## config.mk

```make
export PLATFORM = sky130hd
export DESIGN_NAME = rf_access_sequencer
export DESIGN_NICKNAME = d
export VERILOG_FILES = /design/src/rtl/rf_access_sequencer.sv
export SDC_FILE = /design/constraint.sdc
export NUM_CORES = 1
export LEC_CHECK = 0
export CAP_MARGIN = 30
export CORE_MARGIN = 2
export CORE_UTILIZATION = 40
export DETAILED_ROUTE_END_ITERATION = 16
export DONT_BUFFER_PORTS = 1
export PLACE_DENSITY = 0.58
export RECOVER_POWER = 25
export SYNTH_ARGS = -nofsm -noshare
export SYNTH_HDL_FRONTEND = slang
export SYNTH_SLANG_ARGS = --single-unit
```

## constraint.sdc

```tcl
create_clock -name CLK -period 3.1 [get_ports CLK]
set_clock_uncertainty 0.05 [all_clocks]
set_input_delay 0.62 -clock CLK [delete_from_list [all_inputs] [get_ports CLK]]
set_output_delay 0.62 -clock CLK [all_outputs]
set_load 0.02 [all_outputs]
```

## src/rtl/rf_access_sequencer.sv

```systemverilog
// Register-file access sequencer: accepts one decoded instruction, issues the
// regA/regB read, waits the read latency, presents operands, then writes back.
module rf_access_sequencer #(
    parameter int DATA_W   = 16,
    parameter int ADDR_W   = 4,
    parameter int NUM_REGS = 8,
    parameter int RD_LAT   = 1
) (
    input  logic              CLK,
    input  logic              reset,
    input  logic              req_valid,
    output logic              req_ready,
    input  logic [ADDR_W-1:0] req_ra,
    input  logic [ADDR_W-1:0] req_rb,
    input  logic [ADDR_W-1:0] req_rw,
    input  logic              req_wb,
    output logic [ADDR_W-1:0] regA,
    output logic [ADDR_W-1:0] regB,
    input  logic [DATA_W-1:0] dataA,
    input  logic [DATA_W-1:0] dataB,
    output logic              op_valid,
    output logic [DATA_W-1:0] op_a,
    output logic [DATA_W-1:0] op_b,
    input  logic              res_valid,
    input  logic [DATA_W-1:0] res_data,
    output logic [ADDR_W-1:0] regW,
    output logic [DATA_W-1:0] dataW,
    output logic              RFwrite,
    output logic              done,
    output logic              err,
    output logic [1:0]        o_dbg_state
);

    // Handshakes: the request is taken on a rising edge where req_valid and
    // req_ready are both 1; the result is taken on an edge in EXEC where res_valid is 1.

    localparam int CNT_W = (RD_LAT < 1) ? 1 : $clog2(RD_LAT + 1);
    localparam logic [ADDR_W:0] NREG_EXT = (ADDR_W + 1)'(NUM_REGS);

    typedef enum logic [1:0] {
        S_IDLE    = 2'd0,
        S_RD_WAIT = 2'd1,
        S_EXEC    = 2'd2,
        S_WB      = 2'd3
    } state_t;

    state_t            r_state;
    logic [CNT_W-1:0]  r_cnt;
    logic [ADDR_W-1:0] r_rw;
    logic              r_wb;
    logic              r_src_err;

    state_t            w_state_nxt;
    logic [CNT_W-1:0]  w_cnt_nxt;
    logic [ADDR_W-1:0] w_rw_nxt;
    logic              w_wb_nxt;
    logic              w_src_err_nxt;
    logic [ADDR_W-1:0] w_rega_nxt;
    logic [ADDR_W-1:0] w_regb_nxt;
    logic              w_op_valid_nxt;
    logic [DATA_W-1:0] w_op_a_nxt;
    logic [DATA_W-1:0] w_op_b_nxt;
    logic [ADDR_W-1:0] w_regw_nxt;
    logic [DATA_W-1:0] w_dataw_nxt;
    logic              w_rfwrite_nxt;
    logic              w_done_nxt;
    logic              w_err_nxt;
    logic              w_ready_nxt;

    function automatic logic illegal_reg(input logic [ADDR_W-1:0] a);
        return {1'b0, a} >= NREG_EXT;
    endfunction

    assign o_dbg_state = r_state;

    always_comb begin
        w_state_nxt    = r_state;
        w_cnt_nxt      = r_cnt;
        w_rw_nxt       = r_rw;
        w_wb_nxt       = r_wb;
        w_src_err_nxt  = r_src_err;
        w_rega_nxt     = regA;
        w_regb_nxt     = regB;
        w_op_valid_nxt = op_valid;
        w_op_a_nxt     = op_a;
        w_op_b_nxt     = op_b;
        w_regw_nxt     = regW;
        w_dataw_nxt    = dataW;
        w_rfwrite_nxt  = 1'b0;
        w_done_nxt     = 1'b0;
        w_err_nxt      = 1'b0;
        w_ready_nxt    = req_ready;

        case (r_state)
            S_IDLE: begin
                if (req_valid && req_ready) begin
                    w_rw_nxt      = req_rw;
                    w_wb_nxt      = req_wb;
                    // Illegal source registers are still read; the error surfaces at retire.
                    w_src_err_nxt = illegal_reg(req_ra) || illegal_reg(req_rb);
                    w_rega_nxt    = req_ra;
                    w_regb_nxt    = req_rb;
                    w_ready_nxt   = 1'b0;
                    w_cnt_nxt     = CNT_W'(RD_LAT);
                    w_state_nxt   = S_RD_WAIT;
                end
            end
            S_RD_WAIT: begin
                if (r_cnt == '0) begin
                    w_op_a_nxt     = dataA;
                    w_op_b_nxt     = dataB;
                    w_op_valid_nxt = 1'b1;
                    w_state_nxt    = S_EXEC;
                end else begin
                    w_cnt_nxt = r_cnt - 1'b1;
                end
            end
            S_EXEC: begin
                if (res_valid) begin
                    w_op_valid_nxt = 1'b0;
                    w_done_nxt     = 1'b1;
                    if (r_src_err || (r_wb && illegal_reg(r_rw))) begin
                        w_err_nxt   = 1'b1;
                        w_ready_nxt = 1'b1;
                        w_state_nxt = S_IDLE;
                    end else if (r_wb) begin
                        w_regw_nxt    = r_rw;
                        w_dataw_nxt   = res_data;
                        w_rfwrite_nxt = 1'b1;
                        w_state_nxt   = S_WB;
                    end else begin
                        w_ready_nxt = 1'b1;
                        w_state_nxt = S_IDLE;
                    end
                end
            end
            S_WB: begin
                w_ready_nxt = 1'b1;
                w_state_nxt = S_IDLE;
            end
            default: begin
                w_ready_nxt = 1'b1;
                w_state_nxt = S_IDLE;
            end
        endcase
    end

    always_ff @(posedge CLK or posedge reset) begin
        if (reset) begin
            r_state   <= S_IDLE;
            r_cnt     <= '0;
            r_rw      <= '0;
            r_wb      <= 1'b0;
            r_src_err <= 1'b0;
            regA      <= '0;
            regB      <= '0;
            op_valid  <= 1'b0;
            op_a      <= '0;
            op_b      <= '0;
            regW      <= '0;
            dataW     <= '0;
            RFwrite   <= 1'b0;
            done      <= 1'b0;
            err       <= 1'b0;
            req_ready <= 1'b1;
        end else begin
            r_state   <= w_state_nxt;
            r_cnt     <= w_cnt_nxt;
            r_rw      <= w_rw_nxt;
            r_wb      <= w_wb_nxt;
            r_src_err <= w_src_err_nxt;
            regA      <= w_rega_nxt;
            regB      <= w_regb_nxt;
            op_valid  <= w_op_valid_nxt;
            op_a      <= w_op_a_nxt;
            op_b      <= w_op_b_nxt;
            regW      <= w_regw_nxt;
            dataW     <= w_dataw_nxt;
            RFwrite   <= w_rfwrite_nxt;
            done      <= w_done_nxt;
            err       <= w_err_nxt;
            req_ready <= w_ready_nxt;
        end
    end

endmodule
```

Word level (Yosys, flattened, before mapping). Cells that the tools add are included.

Add/subtract/negate cells: 1. Order comparisons: 3. Eq/ne operators: 7. Muxes and demuxes: 26. Bitwise gates (word level): 2. Reduce and logical (&&, ||, !) cells: 15.

Operators by type and width (count): 1-bit 2-to-1 mux (17); 4-bit greater-or-equal comparator (second input constant) (3); 2-bit 2-to-1 mux (5); 2-bit case mux with 4 select lines (1); 4-bit AND reduction (2); 2-bit inequality test (second input constant) (3); 2-bit AND reduction (3); 3-bit AND reduction (2); 2-bit == test (second input constant) (2); 1-bit case mux with 2 select lines (2); 2-bit nonzero test (2); 3-bit inequality test (second input constant) (1); 1-bit case mux with 3 select lines (1); 3-bit nonzero test (1); 2-bit by 1-bit == test with 1-bit output (second input constant) (1); 1-bit logical AND (2); 2-bit logical NOT (1); 1-bit logical OR (2); 1-bit inverter (2); 1-bit subtractor (second input constant) (1).

Register bits: 74. Bits of input ports: 65. Word-level logic and storage cells: 70.

Logic depth before layout (Yosys ltp).
Depth in word-level cells: 6. Gate-level depth with buffers: 5. Gate-level depth less buffers: 3.

Least setup slack after synthesis. No wires, ideal clock.

Kind: in2reg. Start: in res_valid. End: reg dataW[10]. Arrival: 1.678 ns. Data required time: 2.925 ns. Setup slack: 1.247 ns. Cell stages on the path: 5. Path buffers: 2. Cell sequence: nand3b_4 > or4_4 > buf_6 > buf_6 > mux2_4.

Word-level cells in the longest chain between the ends: 1.

Ends and longest elaborated chain: from (decl) (line 24) `input logic res_valid,`; 4-bit AND reduction (no line); to (signal assigned) (line 178) `dataW <= w_dataw_nxt;`; to (decl) (line 27) `output logic [DATA_W-1:0] dataW,`.

Every way passes these cells. A chain may end at the register's enable or synchronous reset.

Worst setup path after layout.
Start: reg r_state[1], in the netlist o_dbg_state[1]. End: reg op_a[4].

Word-level cells in the longest chain between the ends: 2.

Ends and longest elaborated chain: from (decl) (line 47) `state_t r_state;`; from (signal assigned) (line 167) `r_state <= w_state_nxt;`; 2-bit by 1-bit == test with 1-bit output (line 94) `case (r_state)`; 2-bit AND reduction (no line); to (signal assigned) (line 175) `op_a <= w_op_a_nxt;`; to (decl) (line 22) `output logic [DATA_W-1:0] op_a,`.

Every way passes these cells.

==> results.toml <==
[run_status]
status = "complete, no violations"

[detailed_routing]
drcViolationCount = 0
drtIter0Drc = 33
vias_per_cell = 5.021
drt_pass1_iterations = 4
routed_wl_mm = 5.231
num_vias = 1416
routedWlPerCell_um = 18.55
antenna_left = 0

[critical_path]
crit_type = "reg2reg"
slowest_delay_ns = 0.53
cp_max_fo = 26
cp-end-kind = "register"
cp_top_family = "simple AND/OR/NAND/NOR gates"
worstPathCellList = "nand2b_1 > nor2_2 > buf_4 > mux2_2"
timing.critical_path.buf_inv = 1
cp_slowest_cell = "dfrtp_1"
cp-start-kind = "register"
worstPathArrival_ns = 2.28
required_ns = 3.27

[clock_network]
cts-resized-gates = 0
htreeDepth = 3
clk_pin_slew_ns = 0.07
cts.sinks = 74
post_cts_buffers = 0
cts_hold_buf = 0
cts.path.max_buffers = 2
cts-root-buf = "clkbuf_8"
cts_made_buffers = 9
cts_tree = "yes"
clock_latency_ns = 0.33

[yosys]
syn_area_mm2 = 0.002860
synth_flop_cell = "dfrtp_1"
ys_seq_area_share_pct = 64.79
syn-num-nets = 239
synth_edf_count = 0
ys_types = 20
syn_avg_cell_area_um2 = 16.44
synth_seq_cells = 74
ys_async_sr_fraction_pct = 100.0
synth_cells = 174
synth_warnings = 0

[place]
place_congestion = 0.6618
place.port_buffers = 0
place_hpwl_mm = 3.863

[power]
irDropWorstVdd_v = 0.0004403
power_frac_seq_pct = 62.1
switchingPower_uw = 1121
combPwrFrac_pct = 12.9
p_int_uw = 2090
p_leak_uw = 0.001550
clockPowerShare_pct = 25.0
netSwitchingFraction_pct = 34.90
pwr_density_cell_mw_per_mm2 = 1009

[final_layout]
mostFrequentLayoutCells = "dfrtp_1 (73), mux2_2 (46), mux2_4 (17)"
syn2layout_area_growth_pct = 11.24
fin_nets = 246
final_common_cell = "dfrtp_1"
post-route-util_pct = 46.32
diodes = 0
drive_gt1_share_pct = 47.31

[timing]
setup-violations-final = 0
slew-limit-headroom_pct = 35.99
rsz0062_at_grt = "false"
setup_tns_ns = 0
period_needed_ns = 2.116
final-hold-violation-count = 0
worst_pin_slew_ns = 0.9590
period_share_pct = 68.27
fmax_ghz = 0.4725
finalMaxSlewViolations = 0

[floorplanning]
core_mm2 = 0.006869
fp.dieW_um = 88.56
num_rows = 30
initial_core_util_pct = 41.64
dieArea_mm2 = 0.007843
io_pins = 132
die_h_um = 88.56

[run]
cap_violations = 0

[grt]
grt_pass1_vias = 1551
grt_max_degree = 33
grtUsageTotal_pct = 13.62
antenna_found_initial = 0
grt.overflow.total = 0
grt_pass1_wl_mm = 7.872

[min_path]
hp-class = "in2async"
==> logic make-up (layout without fill, tap and decap cells) <==
kind of cell           count (synthesis)  after routing  share of synthesized area [%]
muxes                                 63             63                          27.03
and+or+nand+nor                       13             13                          3.019
DFF                                   74             74                          64.79
AOI/OAI and AO/OA                     10             10                          2.318
buffers and inverters                 14             26                          2.843
==> synthesized netlist by cell type (2+ instances only) <==
library cell	instances	area (µm²)
a21o_1	2	15.01
a31o_2	2	17.52
inv_1	6	22.52
mux2_2	46	518.0
nand2_1	2	7.510
dfrtp_1	73	1827
a21oi_1	3	15.01
buf_2	5	25.02
nor2_1	6	22.52
buf_6	3	33.78
mux2_4	17	255.2
==> area by class of cell <==
type,instances,area (µm²)
clock buffers,11,141.4
flip-flops and latches,74,1853
inverters,6,22.52
repair buffers,4,38.79
fillers,608,3687
multi-input cells,86,928.4
well taps,96,120.1
clock inverters,5,77.57
==> metal layers <==
metal	global-route usage [%]	vias up	wire length, µm
met2	21.87	84	2623
met1	15.30	707	1976
met4	7.438	0	72
met3	5.877	8	559
li1	-	617	-
met5	0	-	0
==> worst register-to-register path: stages, from the launching register on <==
cell	delay [ns]
dfrtp_1	0.53
nand2b_1	0.25
nor2_2	0.37
buf_4	0.40
mux2_2	0.39
==> worst paths after layout <==
kind	slack (ns)	cells after the start	endpoint	startpoint
max in group asynchronous	1.87	2	dataW[12]	reset
min in group CLK	0.37	2	r_wb	req_wb
hold reg to reg	0.45	1	regW[2]	r_rw[2]
setup / recovery	0.98	4	op_a[4]	o_dbg_state[1]
hold / removal	0.34	1	dataW[13]	reset
setup reg to reg	0.98	4	op_a[4]	o_dbg_state[1]
==> registers in the layout (all words and copies together), names as in the netlist <==
name and count:
op_a 16, dataW 16, op_b 16, r_wb 1, r_rw 4, RFwrite 1
o_dbg_state 2, r_src_err 1, op_valid 1, regA 4, err 1, done 1
regB 4, r_cnt 1, regW 4, req_ready 1
==> power by group through the flow <==
stage	logic (µW)	clock network, µW	registers (µW)
after floorplan	362	0	1920
after global placement	385	0	2010
after detailed placement	423	0	2020
after CTS	422	832	2010
after global routing	457	877	2050
final	413	803	2000
==> metrics by stage <==
stage / setup WS, ns / cell area [µm²] / total power [µW] / hold WS [ns] / std cells
5_1_grt: 0.8552 / 3182 / 3385 / 0.3556 / 282
2_1_floorplan: 0.5500 / 2860 / 2286 / 0.4237 / 174
4_1_cts: 0.9851 / 3186 / 3262 / 0.1497 / 282
3_3_place_gp: 1.104 / 2947 / 2396 / 0.4358 / 265
6_report: 0.9836 / 3182 / 3210 / 0.3427 / 282
3_5_place_dp: 0.9915 / 2967 / 2441 / 0.4450 / 266
Power figures use the tool's default switching activity.
